**src/rtl/motor_cmd_sequencer.sv**
```systemverilog
// Motor command sequencer: releases one fixed-frame sender at a time, muxes its UART onto the base link,
// and enforces an inter-frame gap. Optional keep-alive retransmission is enabled by defining MOTOR_CMD_REFRESH_EN.
module motor_cmd_sequencer #(
   parameter int NUM_CMDS         = 5,
   parameter int GAP_CYCLES       = 50_000,
   parameter int IDLE_DONE_CYCLES = 4_340,
   parameter int TIMEOUT_CYCLES   = 200_000,
   parameter int REFRESH_CYCLES   = 10_000_000
) (
   input  logic                i_clk,
   input  logic                i_rst_n,
   input  logic                i_cmd_valid,
   input  logic [2:0]          i_cmd_idx,
   input  logic [2:0]          i_speed_in,
   input  logic [NUM_CMDS-1:0] i_sender_ready,
   input  logic [NUM_CMDS-1:0] i_sender_uart,
   output logic [NUM_CMDS-1:0] o_sender_rst,
   output logic [2:0]          o_speed_out,
   output logic                o_uart_out,
   output logic                o_busy,
   output logic [2:0]          o_active_idx,
   output logic                o_timeout_err
);

   localparam int GAP_W  = $clog2(GAP_CYCLES + 1);
   localparam int IDLE_W = $clog2(IDLE_DONE_CYCLES + 1);
   localparam int TO_W   = $clog2(TIMEOUT_CYCLES + 1);
   localparam logic [3:0] NUM_CMDS_L = 4'(NUM_CMDS);

   typedef enum logic [1:0] {S_IDLE, S_LAUNCH, S_SENDING, S_GAP} state_t;

   state_t              r_state, w_nextState;
   logic                r_pendValid;
   logic [2:0]          r_pendIdx, r_pendSpeed;
   logic [2:0]          r_lastIdx, r_lastSpeed;
   logic [2:0]          r_activeIdx, r_speedOut;
   logic [NUM_CMDS-1:0] r_senderRst;
   logic                r_timeoutErr;
   logic                r_startSeen;
   logic [GAP_W-1:0]    r_gapCnt;
   logic [IDLE_W-1:0]   r_idleCnt;
   logic [TO_W-1:0]     r_toCnt;

   logic                w_reqLegal, w_isDup, w_reqIdle;
   logic                w_activeUart, w_activeReady;
   logic                w_idleDone, w_frameDone, w_timeoutHit, w_gapDone;
   logic                w_refreshHit;
   logic                w_launch;
   logic [2:0]          w_launchIdx, w_launchSpeed;

   assign w_reqLegal    = i_cmd_valid && ({1'b0, i_cmd_idx} < NUM_CMDS_L);
   assign w_isDup       = (i_cmd_idx == r_lastIdx) && (i_speed_in == r_lastSpeed);
   assign w_reqIdle     = w_reqLegal && !w_isDup;
   assign w_activeUart  = i_sender_uart[r_activeIdx];
   assign w_activeReady = i_sender_ready[r_activeIdx];

   // Idle-done fires on the last of IDLE_DONE_CYCLES consecutive high cycles after a start bit.
   assign w_idleDone   = w_activeUart && r_startSeen && (r_idleCnt >= IDLE_W'(IDLE_DONE_CYCLES - 1));
   assign w_frameDone  = (r_state == S_SENDING) && (w_activeReady || w_idleDone);
   assign w_timeoutHit = (r_state == S_SENDING) && (r_toCnt >= TO_W'(TIMEOUT_CYCLES - 1));
   assign w_gapDone    = (r_gapCnt >= GAP_W'(GAP_CYCLES - 1));

`ifdef MOTOR_CMD_REFRESH_EN
   localparam int REF_W = $clog2(REFRESH_CYCLES + 1);
   logic [REF_W-1:0] r_refCnt;

   always_ff @(posedge i_clk or negedge i_rst_n) begin
      if (!i_rst_n) begin
         r_refCnt <= '0;
      end else if (w_launch) begin
         r_refCnt <= '0;
      end else if ((r_state == S_IDLE) && (r_refCnt != REF_W'(REFRESH_CYCLES))) begin
         r_refCnt <= r_refCnt + 1'b1;
      end
   end

   assign w_refreshHit = (r_refCnt >= REF_W'(REFRESH_CYCLES - 1));
`else
   assign w_refreshHit = 1'b0;
`endif

   // A fresh request in IDLE beats an older pending one; refresh only fires with nothing else queued.
   always_comb begin
      w_nextState   = r_state;
      w_launch      = 1'b0;
      w_launchIdx   = r_pendIdx;
      w_launchSpeed = r_pendSpeed;
      unique case (r_state)
         S_IDLE: begin
            if (w_reqIdle) begin
               w_launch      = 1'b1;
               w_launchIdx   = i_cmd_idx;
               w_launchSpeed = i_speed_in;
            end else if (r_pendValid) begin
               w_launch = 1'b1;
            end else if (w_refreshHit) begin
               w_launch      = 1'b1;
               w_launchIdx   = r_lastIdx;
               w_launchSpeed = r_lastSpeed;
            end
            if (w_launch) w_nextState = S_LAUNCH;
         end
         S_LAUNCH:  w_nextState = S_SENDING;
         S_SENDING: if (w_frameDone || w_timeoutHit) w_nextState = S_GAP;
         S_GAP:     if (w_gapDone) w_nextState = S_IDLE;
         default:   w_nextState = S_IDLE;
      endcase
   end

   always_ff @(posedge i_clk or negedge i_rst_n) begin
      if (!i_rst_n) begin
         r_pendValid <= 1'b0;
         r_pendIdx   <= '0;
         r_pendSpeed <= '0;
      end else if (r_state == S_IDLE) begin
         if (w_launch) r_pendValid <= 1'b0;
      end else if (w_reqLegal) begin
         r_pendValid <= 1'b1;
         r_pendIdx   <= i_cmd_idx;
         r_pendSpeed <= i_speed_in;
      end
   end

   always_ff @(posedge i_clk or negedge i_rst_n) begin
      if (!i_rst_n) begin
         r_state      <= S_IDLE;
         r_activeIdx  <= '0;
         r_speedOut   <= '0;
         r_senderRst  <= '1;
         r_lastIdx    <= '0;
         r_lastSpeed  <= '0;
         r_timeoutErr <= 1'b0;
         r_startSeen  <= 1'b0;
         r_gapCnt     <= '0;
         r_idleCnt    <= '0;
         r_toCnt      <= '0;
      end else begin
         r_state <= w_nextState;
         if (w_launch) begin
            r_activeIdx <= w_launchIdx;
            r_speedOut  <= w_launchSpeed;
         end
         case (r_state)
            S_LAUNCH: begin
               r_senderRst <= ~(NUM_CMDS'(1) << r_activeIdx);
               r_toCnt     <= '0;
               r_idleCnt   <= '0;
               r_startSeen <= 1'b0;
            end
            S_SENDING: begin
               if (r_toCnt != TO_W'(TIMEOUT_CYCLES)) r_toCnt <= r_toCnt + 1'b1;
               if (!w_activeUart) begin
                  r_startSeen <= 1'b1;
                  r_idleCnt   <= '0;
               end else if (r_startSeen && (r_idleCnt != IDLE_W'(IDLE_DONE_CYCLES))) begin
                  r_idleCnt <= r_idleCnt + 1'b1;
               end
               // Done takes priority over a coincident timeout; only a completed frame counts as sent.
               if (w_frameDone) begin
                  r_lastIdx   <= r_activeIdx;
                  r_lastSpeed <= r_speedOut;
               end else if (w_timeoutHit) begin
                  r_timeoutErr <= 1'b1;
               end
               if (w_frameDone || w_timeoutHit) begin
                  r_senderRst <= '1;
                  r_gapCnt    <= '0;
               end
            end
            S_GAP: begin
               if (r_gapCnt != GAP_W'(GAP_CYCLES)) r_gapCnt <= r_gapCnt + 1'b1;
            end
            default: ;
         endcase
      end
   end

   assign o_sender_rst  = r_senderRst;
   assign o_speed_out   = r_speedOut;
   assign o_uart_out    = (r_state == S_SENDING) ? w_activeUart : 1'b1;
   assign o_busy        = (r_state != S_IDLE);
   assign o_active_idx  = r_activeIdx;
   assign o_timeout_err = r_timeoutErr;

endmodule

```
**config.mk**
```make
export PLATFORM = sky130hd
export DESIGN_NAME = motor_cmd_sequencer
export DESIGN_NICKNAME = d
export VERILOG_FILES = /design/src/rtl/motor_cmd_sequencer.sv
export SDC_FILE = /design/constraint.sdc
export NUM_CORES = 1
export LEC_CHECK = 0
export ABC_AREA = 1
export CORE_ASPECT_RATIO = 1.5
export CORE_UTILIZATION = 50
export DETAILED_ROUTE_END_ITERATION = 16
export PLACE_DENSITY = 0.72
export SYNTH_ARGS = -nofsm -noshare
export SYNTH_HDL_FRONTEND = slang
export SYNTH_SLANG_ARGS = --single-unit
```
**constraint.sdc**
```tcl
create_clock -name i_clk -period 1.9 [get_ports i_clk]
set_input_delay 0.57 -clock i_clk [delete_from_list [all_inputs] [get_ports i_clk]]
set_output_delay 0.57 -clock i_clk [all_outputs]
set_load 0.005 [all_outputs]
```
=== Yosys cells after proc, flatten, opt, wreduce, memory -nomap -nowiden ===
Index checks and enable logic that the tools add are counted.

* Logic and storage cells: 100
* Output and inout bits: 14
* Register bits: 75
* Bits of input ports: 19

* Equality and inequality tests: 16
* Shift-type cells: 1
* Bitwise gates (word level): 3
* $add $sub $neg: 3
* Multiplexer cells: 32
* Magnitude comparators: 5
* Reductions and logical operators: 26

{| class="wikitable"
|+ Operators with widths
! kind !! count
|-
| 18-bit one-hot mux with 2 select lines || 1
|-
| 16-bit two-way mux || 2
|-
| 16-bit one-hot mux with 2 select lines || 1
|-
| 13-bit two-way mux || 2
|-
| 13-bit one-hot mux with 2 select lines || 1
|-
| 18-bit by 1-bit adder with 18-bit output (second input constant) || 1
|-
| 18-bit >= comparator (second input constant) || 1
|-
| 18-bit two-way mux || 1
|-
| 18-bit inequality test (second input constant) || 1
|-
| 16-bit by 1-bit adder with 16-bit output (second input constant) || 1
|-
| 16-bit >= comparator (second input constant) || 1
|-
| 16-bit inequality test (second input constant) || 1
|-
| 2-bit AND reduction || 7
|-
| 13-bit by 1-bit adder with 13-bit output (second input constant) || 1
|-
| 13-bit >= comparator (second input constant) || 1
|-
| 13-bit inequality test (second input constant) || 1
|-
| 3-bit two-way mux || 4
|-
| 1-bit two-way mux || 11
|-
| 5-bit one-hot mux with 2 select lines || 1
|-
| 3-bit AND reduction || 3
|-
| 1-bit logical AND || 8
|-
| 2-bit inequality test (second input constant) || 4
|-
| 2-bit one-hot mux with 4 select lines || 1
|-
| 2-bit nonzero test || 4
|-
| 17 further kinds || 26
|}

=== Logic depth before layout (Yosys ltp) ===
Gate-level depths: netlist of run 1.

* Depth in word-level cells: 9
* Depth in mapped cells: 14
* Gate-level depth less buffers: 13

=== Least setup slack after synthesis of run 1 ===
Ideal clock, no wire load.

* Path type: flip-flop to flip-flop
* Start: reg r_toCnt[0]
* End: reg r_gapCnt[8]
* Setup time: 0.117 ns
* Buffers on the path: 1
* Period minus slack after synthesis: 1.737 ns
* Path slack: 0.163 ns
* Arrival: 1.620 ns
* Stages on the path, launching flop included: 12
* Data required time: 1.783 ns
* Path through: dfrtp_1 ha_1 nand3_4 nor3_4 nand2_1 nand2_1 nand2_4 nand4_4 nand2_2 buf_4 nand2_1 nand2_1

* Word-level cells in the longest chain between the ends: 5

{| class="wikitable"
|+ RTL lines
! element !! RTL line !! text
|-
| from (decl) || 42 || <nowiki>logic [TO_W-1:0] r_toCnt;</nowiki>
|-
| from (signal assigned) || 151 || <nowiki>if (r_toCnt != TO_W'(TIMEOUT_CYCLES)) r_toCnt <= r_toCnt + 1'b1;</nowiki>
|-
| 18-bit >= comparator || 60 || <nowiki>assign w_timeoutHit = (r_state == S_SENDING) && (r_toCnt >= TO_W'(TIMEOUT_CYCLES - 1));</nowiki>
|-
| 1-bit logical AND || 60 ||
|-
| 1-bit logical OR || 165 || <nowiki>if (w_frameDone || w_timeoutHit) begin</nowiki>
|-
| 2-bit by 1-bit inequality test with 1-bit output (no line) || -- ||
|-
| 3-bit AND reduction (no line) || -- ||
|-
| to (signal assigned) || 171 || <nowiki>if (r_gapCnt != GAP_W'(GAP_CYCLES)) r_gapCnt <= r_gapCnt + 1'b1;</nowiki>
|-
| to (decl) || 40 || <nowiki>logic [GAP_W-1:0] r_gapCnt;</nowiki>
|}

Every way passes these cells.
A chain may end at the register's enable or synchronous reset.

=== Worst setup path after layout of run 1 ===
* Start: reg r_activeIdx[0], in the netlist o_active_idx[0]
* End: out o_uart_out

* Word-level cells in the longest chain between the ends: 3

{| class="wikitable"
|+ RTL lines
! element !! RTL line !! text
|-
| from (decl) || 36 || <nowiki>logic [2:0] r_activeIdx, r_speedOut;</nowiki>
|-
| from (signal assigned) || 140 || <nowiki>r_activeIdx <= w_launchIdx;</nowiki>
|-
| 1-bit binary-select mux with 3-bit select || 54 || <nowiki>assign w_activeUart = i_sender_uart[r_activeIdx];</nowiki>
|-
| 1-bit two-way mux (implied by the code) || 54 ||
|-
| 1-bit two-way mux || 180 || <nowiki>assign o_uart_out = (r_state == S_SENDING) ? w_activeUart : 1'b1;</nowiki>
|-
| to (decl) || 19 || <nowiki>output logic o_uart_out,</nowiki>
|}

Every way passes these cells. The select of a mux whose other input is x is not followed.

==> impl_metrics.py, run 1 <==
metrics = {
    "timing": {
        "fin_crit_sh": 1.067,
        "setup_violations": 2,
        "clock_skew_ns": 0.006101,
        "rsz0062_at_grt": "true",
        "period_minus_slack_ns": 2.027,
        "slew_headroom": 0.7504,
        "final-hold-violation-count": 0,
        "setup_ws_ns": -0.1268,
        "max_freq_ghz": 0.4934,
        "slew_violations": 0,
        "tightest_slew_ns": 0.3735,
    },
    "status": {
        "status": "finished with violations",
        "violations": "setup timing",
    },
    "global_route": {
        "antenna_found_initial": 0,
        "grt_max_degree": 33,
        "grt_pass1_vias": 4425,
        "grt_pass1_wl_um": 19820,
        "gr-total-overflow": 0,
        "grt_usage": 0.2625,
    },
    "final_layout": {
        "layout_commonest_cell": "nand2_1",
        "layout_common_cells": "nand2_1 (187), nor2_1 (73), dfrtp_1 (68)",
        "synthToLayoutAreaGrowth_pct": 28.17,
        "fin_nets": 767,
        "drive_above_1_share": 0.1860,
        "postLayoutCoreUtil": 0.6577,
        "diodes": 0,
    },
    "logic_synthesis": {
        "ys.flop_type": "dfrtp_1",
        "synth_area_mm2": 0.004721,
        "synth_top_area_frac": 0.3711,
        "synth_enable_flop_cells": 0,
        "yosys_warnings": 0,
        "synth_top_cell_by_area": "dfrtp_1",
        "synth_seq_cells": 75,
        "yosysSeqAreaShare": 0.3989,
        "synth_nets": 677,
        "ys_async_sr_fraction": 1.000,
        "synth_cell_types": 45,
        "synth_area_per_cell_um2": 7.296,
        "synth_area_leaders": "dfrtp_1 (37%), nand2_1 (16%), nand3_1 (6.3%)",
        "netlist_instances": 647,
    },
    "floorplanning": {
        "die_area_mm2": 0.009842,
        "ios": 33,
        "dieWidth_um": 81.34,
        "die_h_um": 121.0,
        "rows": 43,
        "coreArea_mm2": 0.009200,
        "start_util": 0.5131,
    },
    "clocking": {
        "cts_hold_buf": 0,
        "clk_path_buf_depth": 2,
        "clock_sinks": 75,
        "insertion_delay_ns": 0.34,
        "cts_buffers": 9,
        "cts_tree": "done",
        "cts-root-buf": "clkbuf_16",
        "htree_levels": 3,
        "clk_pin_slew_ns": 0.06,
    },
    "drt": {
        "viasPerCell": 5.383,
        "drtAntennaViolNets": 0,
        "vias": 4597,
        "drt_iter0_markers": 300,
        "firstDrtPassIters": 4,
        "drt_wl_total_um": 12120,
        "wl_per_cell_um": 14.19,
        "drc": 0,
    },
    "critical_path": {
        "cp_max_fo": 6,
        "crit_type": "reg2out",
        "cp-end-kind": "primary output",
        "arrival_ns": 1.46,
        "cp.required_ns": 1.33,
        "startpoint_type": "flip-flop",
    },
    "placement": {
        "dp_slack_ns": -0.7593,
        "port_buffers": 32,
        "dp_hpwl_um": 8676,
        "globalplace.congestion": 0.9132,
    },
    "power_and_ir_drop": {
        "p_per_area_mw_per_mm2": 1360,
        "vdd_drop_max_mv": 0.9045,
        "leakagePower_nw": 2.928,
    },
    "hold_path": {
        "hp-class": "in2async",
    },
    "flow_run": {
        "maxCapViolations": 0,
    },
}
-- worst paths after layout --
check | startpoint | end | slack (ns) | depth (start not counted)
max | o_active_idx[0]$_DFFE_PN0P_ | o_uart_out | -0.13 | 10
max reg2reg | o_active_idx[0]$_DFFE_PN0P_ | r_gapCnt[1]$_DFFE_PN0P_ | 0.06 | 12
min reg2reg | r_pendIdx[1]$_DFFE_PN0P_ | r_pendIdx[1]$_DFFE_PN0P_ | 0.49 | 2
min | i_rst_n | r_toCnt[10]$_DFFE_PN0P_ | 0.14 | 1
max in group asynchronous | i_rst_n | o_active_idx[1]$_DFFE_PN0P_ | 1.17 | 2
min in group i_clk | r_pendIdx[1]$_DFFE_PN0P_ | r_pendIdx[1]$_DFFE_PN0P_ | 0.49 | 2
-- sequential cells by signal, summed over array words and instances, names as in the netlist, 2 cells and up --
signal / flops
r_pendIdx: 3
r_toCnt: 18
r_state: 2
r_gapCnt: 16
o_active_idx: 3
o_sender_rst: 5
o_speed_out: 3
r_lastSpeed: 3
r_lastIdx: 3
r_pendSpeed: 3
r_idleCnt: 13
-- power breakdown --
group          leakage, nW  internal [mW]  switching [mW]
combinational         1.78           1.82            2.37
clock                0.155           1.12           0.662
sequential           0.991           1.98           0.270
total                 2.93           4.92            3.31
-- critical path, stage by stage (launching register included) --
cell     delay, ns
dfrtp_2       0.45
inv_4         0.08
nand2_1       0.05
nand2_1       0.05
nand2_1       0.06
nand2_2       0.09
nand2_4       0.06
nand2_4       0.08
inv_2         0.04
nand2_1       0.05
buf_2         0.10
-- routing by layer --
metal | part of all wire | global-route usage
met1 | 0.40 | 0.2829
met2 | 0.54 | 0.4703
met3 | 0.021 | 0.04211
met4 | 0.037 | 0.1473
met5 | 0 | 0
-- timing repair --
action | 4_1_cts | 5_1_grt
hold endpoints to repair | 0 | 0
setup buffers | 10 | 3
endpoints found under the setup margin | 41 | 57
pin swaps | 10 | 18
resized for setup | 32 | 40
cloned | 1 | 2
-- cell type report --
class	count	area (µm²)
multi-input cells	488	2591
clock buffers	12	266.5
inverters	68	257.7
flip-flops and latches	75	1886
repair buffers	95	862.1
fillers	746	3149
well taps	112	140.1
clock inverters	4	47.55
-- synth_stat cells (4+ instances only) --
library cell / number
buf_2: 7
dfrtp_1: 70
nand3_1: 59
xnor2_1: 5
inv_1: 57
a21oi_1: 4
o22ai_1: 14
dfstp_2: 5
nand2_1: 195
nand4_1: 19
nand2_2: 5
o21ai_0: 19
o21ai_1: 9
nor2_1: 75
nor3_1: 19
ha_1: 11
xor2_1: 27
clkbuf_1: 4
inv_2: 9
-- logic make-up after synthesis --
kind of cell / share of synthesized area
XOR/XNOR: 0.05937
AO/OA/AOI/OAI: 0.06785
AND/OR/NAND/NOR: 0.3684
adder cells (fa/ha/maj): 0.02915
buffers and inverters: 0.07633
flip-flops: 0.3989
-- metrics by stage --
step | TNS (ns) | cells | hold slack, ns | cell area [µm²] | total power [mW]
2_1_floorplan | 0 | 647 | 0.2744 | 4721 | 4.248
4_1_cts | -0.8716 | 850 | 0.1500 | 5886 | 7.930
3_5_place_dp | -19.94 | 824 | 0.4729 | 5469 | 5.806
3_3_place_gp | -17.59 | 824 | 0.4662 | 5469 | 5.704
6_report | -0.1273 | 854 | 0.1394 | 6051 | 8.228
5_1_grt | -0.4699 | 854 | 0.1657 | 6051 | 8.737
Note: power is estimated with default switching activity, not from simulation.
==> run 2, diff against run 1 <==
--- a/config.mk
+++ b/config.mk
@@ -7,9 +7,11 @@
 export LEC_CHECK = 0
 export ABC_AREA = 1
 export CORE_ASPECT_RATIO = 1.5
+export CORE_MARGIN = 10
 export CORE_UTILIZATION = 50
 export DETAILED_ROUTE_END_ITERATION = 16
-export PLACE_DENSITY = 0.72
+export PLACE_DENSITY = 0.69
+export REMOVE_ABC_BUFFERS = 1
 export SYNTH_ARGS = -nofsm -noshare
 export SYNTH_HDL_FRONTEND = slang
 export SYNTH_SLANG_ARGS = --single-unit
==> constraint.sdc (replaced) <==
create_clock -name i_clk -period 2.41 [get_ports i_clk]
set_input_delay 0.723 -clock i_clk [delete_from_list [all_inputs] [get_ports i_clk]]
set_output_delay 0.723 -clock i_clk [all_outputs]
set_load 0.005 [all_outputs]
==> run 2 against run 1 <==
  * The flow now finishes without violations
  * Die area grew 40%
  * Utilization shrank 4.4 points
  * First-iteration DRC count shrank 47%
  * Combinational power shrank 36%
  * Final area shrank 6.1%
  * Global-route usage shrank 9.3 points
  * Wire length shrank 6.3%
  * Cell count shrank 3.5%
  * Power shrank 28%
  * Critical path type is now in2out
==> impl_metrics.py, run 2 (synthesized netlist as in run 1, its figures left out) <==
metrics = {
    "status": {
        "status": "complete, no violations",
    },
    "final_layout": {
        "nFillCells": 861,
        "reg_top3": "r_toCnt: 18 flops, r_gapCnt: 16 flops, r_idleCnt: 13 flops",
        "layout_common_cells": "nand2_1 (194), nor2_1 (75), dfrtp_1 (69)",
        "drive_above_1_share": 0.1236,
        "fin_nets": 737,
        "largest_reg_flops": 18,
        "max_flop_register": "r_toCnt",
        "layout_commonest_cell": "nand2_1",
        "synthToLayoutAreaGrowth_pct": 20.30,
        "postLayoutCoreUtil": 0.6137,
        "diodes": 0,
        "fin_area_mm2": 0.005679,
        "final_cells": 824,
    },
    "critical_path": {
        "cp_slowest_stage_delay_ns": 0.23,
        "cp_slowest_cell": "dlygate4sd2_1",
        "cp.required_ns": 1.69,
        "arrival_ns": 1.62,
        "cp-end-kind": "primary output",
        "cp_max_fo": 2,
        "crit_type": "in2out",
        "startpoint_type": "primary input",
        "regToRegStartpoint": "o_active_idx[0]$_DFFE_PN0P_",
        "cp_cell_sequence": "dlygate4sd2_1, nand2_1, nand2_1, nand2_1, nand2_1, nand2_2, nand2_2, inv_2, nand2_1, buf_2",
        "critPathMostFrequentCell": "nand2_1",
        "worstSetupStartpoint": "i_sender_uart[0]",
    },
    "timing": {
        "period_minus_slack_ns": 2.345,
        "slew_headroom": 0.6058,
        "final-hold-violation-count": 0,
        "max_freq_ghz": 0.4264,
        "setup_violations": 0,
        "tightest_slew_ns": 0.5869,
        "rsz0062_at_grt": "true",
        "fin_crit_sh": 0.9730,
        "whs_ns": 0.3319,
        "slew_violations": 0,
        "clock_skew_ns": 0.009939,
    },
    "drt": {
        "viasPerCell": 5.337,
        "vias": 4398,
        "drc": 0,
        "wl_per_cell_um": 13.78,
        "drtAntennaViolNets": 0,
        "firstDrtPassIters": 5,
        "drt_iter0_markers": 160,
        "drt_wl_total_um": 11350,
    },
    "global_route": {
        "grt_max_degree": 42,
        "grt_pass1_wl_um": 19800,
        "grt_pass1_vias": 4445,
        "gr-total-overflow": 0,
        "antenna_found_initial": 0,
        "grt_usage": 0.1690,
    },
    "floorplanning": {
        "start_util": 0.5101,
        "dieWidth_um": 99.34,
        "die_h_um": 139.0,
        "die_area_mm2": 0.01381,
        "rows": 43,
        "coreArea_mm2": 0.009254,
        "ios": 33,
    },
    "clocking": {
        "clk_path_buf_depth": 2,
        "htree_levels": 3,
        "clk_pin_slew_ns": 0.06,
        "clock_sinks": 75,
        "insertion_delay_ns": 0.34,
        "cts_tree": "done",
        "cts_buffers": 9,
        "cts-root-buf": "clkbuf_16",
    },
    "placement": {
        "globalplace.congestion": 0.9451,
        "dp_hpwl_um": 8314,
        "dpl_cell_area_mm2": 0.005296,
        "dp_cells": 801,
        "port_buffers": 32,
    },
    "power_and_ir_drop": {
        "leakagePower_nw": 2.672,
        "p_per_area_mw_per_mm2": 1039,
        "vdd_drop_max_mv": 0.7069,
    },
    "hold_path": {
        "hp-class": "in2async",
    },
    "flow_run": {
        "maxCapViolations": 0,
    },
}
==> run 2: cell type report <==
class	count	area, µm²	share of cell area
multi-input combinational	488	2494	0.4391
sequential	75	1884	0.3318
timing repair buffer	65	585.6	0.1031
clock buffer	15	287.8	0.05067
inverter	68	257.7	0.04538
tap	112	140.1	0.02467
clock inverter	1	30.03	0.005288
==> run 2: path summary, 6_finish.rpt <==
check	to	slack, ns	cells past startpoint
min reg2reg	r_pendIdx[0]$_DFFE_PN0P_	0.49	2
min	r_toCnt[0]$_DFFE_PN0P_	0.33	1
max in group asynchronous	o_sender_rst[4]$_DFFE_PN1P_	1.45	2
max reg2reg	r_idleCnt[0]$_DFFE_PN0P_	0.18	17
max	o_uart_out	0.06	10
min in group i_clk	r_pendIdx[0]$_DFFE_PN0P_	0.49	2
==> run 2: critical path, delay by kind of cell <==
| kind | cells | cell delay [ns] |
|---|---|---|
| buffers and inverters | 3 | 0.43 |
| and+or+nand+nor | 7 | 0.48 |
==> run 2: stage by stage <==
| stage | total power, mW | TNS, ns | setup slack [ns] |
|---|---|---|---|
| 4_1_cts | 5.872 | 0 | 0.01018 |
| 3_5_place_dp | 4.339 | -1.903 | -0.5795 |
| 3_3_place_gp | 4.297 | -1.287 | -0.5646 |
| 6_report | 5.903 | 0 | 0.06500 |
| 2_1_floorplan | 3.185 | 0 | 0.08661 |
| 5_1_grt | 6.350 | -0.008032 | -0.008032 |
==> run 2: layer usage <==
layer,wire length (µm),vias up,track usage,part of all wire
li1,-,2211,-,-
met1,4715,2059,0.1845,0.42
met2,5864,100,0.2964,0.52
met3,427,28,0.03691,0.038
met4,346,0,0.08327,0.030
met5,0,-,0,0
==> run 2: what timing repair did <==
action / CTS / global route
resized for setup: 10 / 6
endpoints found under the hold margin: 0 / 0
pin swaps: 6 / 1
hold buffers: 0 / 0
setup endpoints to repair: 2 / 11
setup buffers: 7 / 0
==> run 2: power breakdown <==
group | internal (mW) | total [mW] | switching [mW]
Clock | 0.916 | 1.43 | 0.514
Combinational | 1.09 | 2.67 | 1.58
Sequential | 1.56 | 1.80 | 0.236
Total | 3.57 | 5.90 | 2.33
